## config.mk

```make
export PLATFORM = sky130hd
export DESIGN_NAME = neuron_mac_seq
export DESIGN_NICKNAME = d
export VERILOG_FILES = /design/src/rtl/neuron_mac_seq.sv
export SDC_FILE = /design/constraint.sdc
export NUM_CORES = 1
export LEC_CHECK = 0
export CORE_ASPECT_RATIO = 1.4
export CORE_UTILIZATION = 35
export DETAILED_ROUTE_END_ITERATION = 12
export GPL_TIMING_DRIVEN = 1
export PLACE_DENSITY_LB_ADDON = 0.25
export SYNTH_ARGS = -nofsm -noshare
export SYNTH_HDL_FRONTEND = slang
export SYNTH_SLANG_ARGS = --single-unit
```

## constraint.sdc

```tcl
create_clock -name CLK -period 7.9 [get_ports CLK]
set_input_delay 0.79 -clock CLK [delete_from_list [all_inputs] [get_ports CLK]]
set_output_delay 0.79 -clock CLK [all_outputs]
set_load 0.01 [all_outputs]
```

## src/rtl/neuron_mac_seq.sv

```systemverilog
// Address sequencer and multiply-accumulate stage for one neuron: walks the weight/activation
// BRAMs, accumulates the products, adds the bias, then saturates (and optionally ReLUs) to Q8.8.
module neuron_mac_seq #(
    parameter int N_INPUTS  = 28,
    parameter int ADDR_W    = 5,
    parameter int DATA_W    = 16,
    parameter int FRAC_BITS = 8,
    parameter int ACC_W     = 40,
    parameter bit RELU_EN   = 1'b1
) (
    input  logic                     CLK,
    input  logic                     RST,
    input  logic                     START,
    input  logic signed [DATA_W-1:0] BIAS,
    output logic [ADDR_W-1:0]        ADDR,
    output logic                     EN,
    output logic                     WE,
    input  logic signed [DATA_W-1:0] W_DO,
    input  logic signed [DATA_W-1:0] X_DO,
    output logic                     BUSY,
    output logic signed [DATA_W-1:0] RESULT,
    output logic                     DONE
);

    typedef enum logic [1:0] {
        IDLE,
        RUN,
        FINAL
    } state_t;

    localparam logic [ADDR_W-1:0] LAST_ADDR = ADDR_W'(N_INPUTS - 1);
    localparam logic signed [ACC_W:0] SAT_MAX =
        $signed({{(ACC_W - DATA_W + 2){1'b0}}, {(DATA_W - 1){1'b1}}});
    localparam logic signed [ACC_W:0] SAT_MIN =
        $signed({{(ACC_W - DATA_W + 2){1'b1}}, {(DATA_W - 1){1'b0}}});

    state_t                     state_p0, state_nxt;
    logic [ADDR_W-1:0]          addr_p0, addr_nxt;
    logic                       en_p0, en_nxt;
    logic                       busy_p0, busy_nxt;
    logic                       done_p0, done_nxt;
    logic signed [ACC_W-1:0]    acc_p0, acc_nxt;
    logic signed [DATA_W-1:0]   bias_p0, bias_nxt;
    logic signed [DATA_W-1:0]   result_p0, result_nxt;

    logic signed [2*DATA_W-1:0] prod;
    logic signed [ACC_W-1:0]    prod_ext;
    logic signed [ACC_W-1:0]    bias_al;
    logic signed [ACC_W:0]      sum_full;
    logic signed [ACC_W:0]      sum_sh;

    function automatic logic signed [DATA_W-1:0] sat_q(input logic signed [ACC_W:0] v);
        if (v > SAT_MAX) begin
            return SAT_MAX[DATA_W-1:0];
        end else if (v < SAT_MIN) begin
            return SAT_MIN[DATA_W-1:0];
        end
        return v[DATA_W-1:0];
    endfunction

    function automatic logic signed [DATA_W-1:0] relu_q(input logic signed [DATA_W-1:0] v);
        if (RELU_EN && v[DATA_W-1]) begin
            return '0;
        end
        return v;
    endfunction

    // BRAM data arrives on the falling edge, so it is consumed combinationally here.
    assign prod     = W_DO * X_DO;
    assign prod_ext = {{(ACC_W - 2*DATA_W){prod[2*DATA_W-1]}}, prod};
    assign bias_al  = {{(ACC_W - DATA_W - FRAC_BITS){bias_p0[DATA_W-1]}}, bias_p0, {FRAC_BITS{1'b0}}};
    assign sum_full = {acc_p0[ACC_W-1], acc_p0} + {bias_al[ACC_W-1], bias_al};
    assign sum_sh   = sum_full >>> FRAC_BITS;

    always_comb begin
        state_nxt  = state_p0;
        addr_nxt   = addr_p0;
        en_nxt     = en_p0;
        busy_nxt   = busy_p0;
        done_nxt   = 1'b0;
        acc_nxt    = acc_p0;
        bias_nxt   = bias_p0;
        result_nxt = result_p0;
        case (state_p0)
            IDLE: begin
                if (START) begin
                    bias_nxt  = BIAS;
                    acc_nxt   = '0;
                    addr_nxt  = '0;
                    en_nxt    = 1'b1;
                    busy_nxt  = 1'b1;
                    state_nxt = RUN;
                end
            end
            RUN: begin
                acc_nxt = acc_p0 + prod_ext;
                if (addr_p0 == LAST_ADDR) begin
                    en_nxt    = 1'b0;
                    addr_nxt  = '0;
                    state_nxt = FINAL;
                end else begin
                    addr_nxt = addr_p0 + ADDR_W'(1);
                end
            end
            FINAL: begin
                result_nxt = relu_q(sat_q(sum_sh));
                done_nxt   = 1'b1;
                busy_nxt   = 1'b0;
                state_nxt  = IDLE;
            end
            default: begin
                state_nxt = IDLE;
            end
        endcase
    end

    // Stage p0: all architectural state; reset clears data as well so an abort leaves RESULT at 0.
    always_ff @(posedge CLK) begin
        if (RST) begin
            state_p0  <= IDLE;
            addr_p0   <= '0;
            en_p0     <= 1'b0;
            busy_p0   <= 1'b0;
            done_p0   <= 1'b0;
            acc_p0    <= '0;
            bias_p0   <= '0;
            result_p0 <= '0;
        end else begin
            state_p0  <= state_nxt;
            addr_p0   <= addr_nxt;
            en_p0     <= en_nxt;
            busy_p0   <= busy_nxt;
            done_p0   <= done_nxt;
            acc_p0    <= acc_nxt;
            bias_p0   <= bias_nxt;
            result_p0 <= result_nxt;
        end
    end

    assign ADDR   = addr_p0;
    assign EN     = en_p0;
    assign WE     = 1'b0;
    assign BUSY   = busy_p0;
    assign DONE   = done_p0;
    assign RESULT = result_p0;

endmodule
```

; Word-level counts from Yosys, hierarchy flattened
; Index checks and enable logic that the tools add are counted.
[word_totals]
wordCells = 51
register_bits = 82
[op_classes]
muxes = 24
order_cmp = 2
n_eq_ne = 5
add_sub_neg = 3
n_mul = 1
n_reduce_logical = 8
[op_table]
columns = op, n
row1 = 16-bit two-way mux, 6
row2 = 40-bit case mux with 2 select lines, 1
row3 = 40-bit by 24-bit adder with 41-bit output, 1
row4 = 40-bit by 32-bit adder with 40-bit output, 1
row5 = 40-bit two-way mux, 1
row6 = 33-bit by 16-bit greater-than comparator with 1-bit output (second input constant), 1
row7 = 33-bit by 16-bit less-than comparator with 1-bit output (second input constant), 1
row8 = 16-bit by 16-bit multiplier with 32-bit output, 1
row9 = 5-bit two-way mux, 2
row10 = 5-bit case mux with 2 select lines, 1
row11 = 1-bit two-way mux, 8
row12 = 2-bit AND reduction, 4
row13 = 5-bit by 1-bit adder with 5-bit output (second input constant), 1
row14 = 5-bit == test (second input constant), 1
row15 = 2-bit two-way mux, 2
row16 = 2-bit != test (second input constant), 2
row17 = 1-bit case mux with 2 select lines, 2
row18 = 2-bit case mux with 2 select lines, 1
row19 = 2-bit nonzero test, 2
row20 = 3-bit AND reduction, 1
row21 = 2-bit by 1-bit == test with 1-bit output (second input constant), 1
row22 = 2-bit == test (second input constant), 1
row23 = 2-bit logical NOT, 1

; Logic depth before layout (Yosys ltp)
[depth]
depth_word = 10
mapped_depth = 25
mapped_depth_nobuf = 25

; Worst setup path before layout
; Ideal clock, no wire load.
[synth_timing]
path_type = input to register
startpoint = input port X_DO[1]
endpoint = register acc_p0[38]
t_required_ns = 7.771
setup_time_ns = 0.129
arrival_ns = 6.734
slack_ns = 1.037
stages = 24
cell_sequence = clkbuf_1 -> nand2_1 -> inv_1 -> fa_1 -> fa_1 -> inv_1 -> fa_1 -> fa_1 -> inv_1 -> fa_1 -> inv_1 -> fa_1 -> inv_1 -> ha_1 -> a21o_1 -> a221o_1 -> a21o_1 -> a21o_1 -> nand3_1 -> nand2_1 -> a211o_1 -> a21oi_1 -> xor2_1 -> o21ai_0
[synth_via]
elab_chain_len = 3
[synth_rtl]
columns = element, line_no
row1 = "start, declared", 19  ; input logic signed [DATA_W-1:0] X_DO,
row2 = 16-bit by 16-bit multiplier with 32-bit output, 69  ; assign prod = W_DO * X_DO;
row3 = 40-bit by 32-bit adder with 40-bit output, 96  ; acc_nxt = acc_p0 + prod_ext;
row4 = 40-bit case mux with 2 select lines, 84  ; case (state_p0)
row5 = "end signal, assigned", 134  ; acc_p0 <= acc_nxt;
row6 = "end, declared", 42  ; logic signed [ACC_W-1:0] acc_p0, acc_nxt;
; Every way passes these cells.
; A chain may end at the register's enable or synchronous reset.

; Final worst setup path
[layout_timing]
startpoint = input port X_DO[4]
endpoint = register acc_p0[32]
; The elaborated chain is that of the path after synthesis.

==> impl_metrics.tcl <==
set metrics [dict create \
    worstReg2RegStart "acc_p0[15]" \
    cts_tree "done" \
    synth_simple_gate_area_frac 0.1398 \
    synth_compound_area_frac 0.1158 \
    numCtsBuffers 9 \
    grt_overflow 0 \
    dp_hpwl_um 37470 \
    dieWidth_um 187.1 \
    avgSynthCellArea_um2 8.932 \
    most-common-layout-cells "inv_1 (418), fa_1 (331), nand2_1 (205)" \
    syn_inst 1879 \
    timing.final.crit_period_ns 7.404 \
    cp-end-kind "flop" \
    clk_transition_reported_paths_ns 0.07 \
    yosysSeqAreaShare 0.09662 \
    synthAdderAreaFrac 0.5051 \
    area_delta_synth_final_pct 11.35 \
    worst-path-stages 23 \
    status "complete, no violations" \
    core_mm2 0.04716 \
    r2r-end "acc_p0[37]" \
    grtUsageTotal 0.1873 \
    antenna_found_initial 0 \
    setup_viol_count_final 0 \
    crit_path_frequent_cell "fa_1" \
    antenna_cells 0 \
    cp.required_ns 8.13 \
    cts_setup_buffers 0 \
    synth_top_family_by_area "adder cells" \
    syn_area_mm2 0.01678 \
    synth_edf_count 0 \
    synthFlopType "dfxtp_1" \
    drive_gt1_frac 0.04494 \
    cts.path.max_buffers 2 \
    holdPathStages 2 \
    fin_setup_tns_ns 0 \
    cp_num_buf_inv 5 \
    die_y_um 261.1 \
    ys_ff_latch 81 \
    cts_hold_buffers 0 \
    initial_utilization 0.3559 \
    hp-class "flop to flop" \
    synthMuxAreaShare 0.002386 \
    worstMarginPinSlew_ns 1.088 \
    crit_path_end "acc_p0[32]" \
    critPathMaxFanout 16 \
    critPathKind "primary input to flop" \
    fmax_mhz 135.1 \
    fin_nets 2484 \
    finalHoldViolations 0 \
    critical_path.top_delay_family "adder cells" \
    max_stage_delay_ns 0.71 \
    startpoint "X_DO[4]" \
    place_area_mm2 0.01842 \
    routabilityCongestion 0.8700 \
    critPathLaunchType "primary input" \
    first_iter_violations 523 \
    yosys_warnings 0 \
    ctsResizeCount 0 \
    place_inst 2567 \
    fin_util 0.3963 \
    fin_crit_sh 0.9372 \
    seqCellArea_mm2 0.001622 \
    via_count 12680 \
    cts_root_buf "clkbuf_16" \
    h-tree-depth 3 \
    wire_per_inst_um 16.59 \
    final_common_cell "inv_1" \
    grt_start_max_net_pins 53 \
    grt_setup_unrepaired "false" \
    reg2reg_depth 19 \
    multiInputGateArea_mm2 0.01336 \
    drv_slew 0 \
    wl_um 42830 \
    finalNonFillerCells 2582 \
    synthXorXnorAreaFrac 0.03235 \
    crit_chain "clkdlybuf4s50_1 -> and2_1 -> fa_1 -> inv_1 -> fa_1 -> fa_1 -> fa_1 -> inv_1 -> fa_1 -> inv_1 -> fa_1 -> inv_1 -> ha_1 -> a21oi_1 -> o21ai_0 -> a221oi_1 -> o21a_1 -> o211ai_1 -> a31o_2 -> a21o_1 -> a21oi_1 -> mux2i_1 -> a221o_1" \
    ys_types 71 \
    die-area_mm2 0.04885 \
    slew-limit-headroom 0.2712 \
    clock-sinks 81 \
    port_buffers 73 \
    ant_nets 0 \
    via_per_inst 4.912 \
    grt_pass1_wl_um 71770 \
    drv_cap 0 \
    r2r_setup_slack_ns 2.14 \
    io_pins 76 \
    critPathSlowestCell "clkdlybuf4s50_1" \
    design_area_mm2 0.01869 \
    grt_pass1_vias 14300 \
    first_pass_iters 5 \
    synthArstFlopShare 0 \
    fillers 4772 \
    cp.arrival_ns 7.64 \
    finClkSkew_ns 0.008270 \
    insertion_delay_ns 0.35 \
    rows 94 \
    drc 0 \
]
layout make-up:
class	instances	share of cell area
well taps	624	0.04178
flip-flops and latches	81	0.08676
multi-input cells	1323	0.7149
clock buffers	10	0.01279
clock inverters	5	0.001741
repair buffers	121	0.05811
inverters	418	0.08395
per-stage QoR:
step	hold WS [ns]	setup WS (ns)
CTS	0.4678	0.5034
finish	0.4675	0.4960
global route	0.4910	0.08344
global placement	0.4471	0.2860
floorplan	0.4400	1.037
detailed placement	0.4584	0.1517
layer usage:
metal / wire (µm) / up-vias / GRT usage
li1: - / 5984 / -
met1: 14860 / 6461 / 0.1831
met2: 25690 / 170 / 0.4006
met3: 694 / 67 / 0.01380
met4: 1582 / 0 / 0.06740
met5: 0 / - / 0
state kept, by name, indices dropped and copies added (netlist names):
register	flops
acc_p0	40
RESULT	15
BUSY	1
bias_p0	16
EN	1
DONE	1
ADDR	5
state_p0	2
how the worst min path moves through the flow:
stage,start,end,slack [ns]
4_1_cts,bias_p0[6],bias_p0[6],0.47
3_5_place_dp,bias_p0[6],bias_p0[6],0.46
5_1_grt,BUSY,BUSY,0.49
6_report,bias_p0[6],bias_p0[6],0.47
3_3_place_gp,BUSY,BUSY,0.45
2_1_floorplan,bias_p0[0],bias_p0[0],0.44
cells in the mapped netlist (3+ instances only):
master       n  area (µm²)
o21ai_2      3       26.28
o31ai_1      4       30.03
nand2b_1    13       81.33
nor2_1      77       289.0
o21ai_1      5       25.02
a31oi_1     17       106.4
and2_1     118       738.2
ha_1       148        1852
o21a_1       7       52.55
nor3_1       7       35.03
nor2b_1     10       62.56
buf_4        3       22.52
xnor2_1     37       324.1
or2_2        3       18.77
a21o_1      40       300.3
fa_1       331        6626
nand3_1     14       70.07
nor3b_1      7       52.55
clkbuf_1    49       183.9
dfxtp_1     81        1622
o211ai_1     6       45.04
a22oi_1     20       150.1
nor4_1       3       18.77
buf_1        3       11.26
and3_1       9       56.30
or3_1        3       18.77
mux2i_1      4       40.04
o21bai_1    10       75.07
nand2_1    205       769.5
o21ai_0     42       210.2
a221o_1     12       120.1
o2111ai_1    3       26.28
a211o_1      3       26.28
nand4_1      5       31.28
inv_1      418        1569
xor2_1      25       219.0
nand3b_1     3       22.52
a21boi_0     3       22.52
a21oi_1     87       435.4
cell families (layout without fill, tap and decap cells):
family,count (synthesis),after routing
DFF,81,81
AOI/OAI and AO/OA,290,290
other,1,2
muxes,4,4
and+or+nand+nor,486,486
buffers and inverters,476,554
adders and majority gates,479,479
xor gates and xnor gates,62,62
worst reg2reg max path, stage by stage, from the launching register on:
cell,delay [ns]
dfxtp_1,0.39
inv_1,0.11
fa_1,0.51
inv_1,0.05
fa_1,0.53
fa_1,0.46
fa_1,0.57
inv_1,0.05
fa_1,0.47
inv_1,0.04
ha_1,0.36
and3_1,0.23
nand2_1,0.09
or3_1,0.39
o211ai_1,0.29
a32oi_1,0.20
o21ai_1,0.43
a31oi_1,0.20
mux2i_1,0.18
nand3_1,0.08
Power is not shown: default switching activity piles up to over one toggle a cycle in this logic, so the estimate is an artifact.
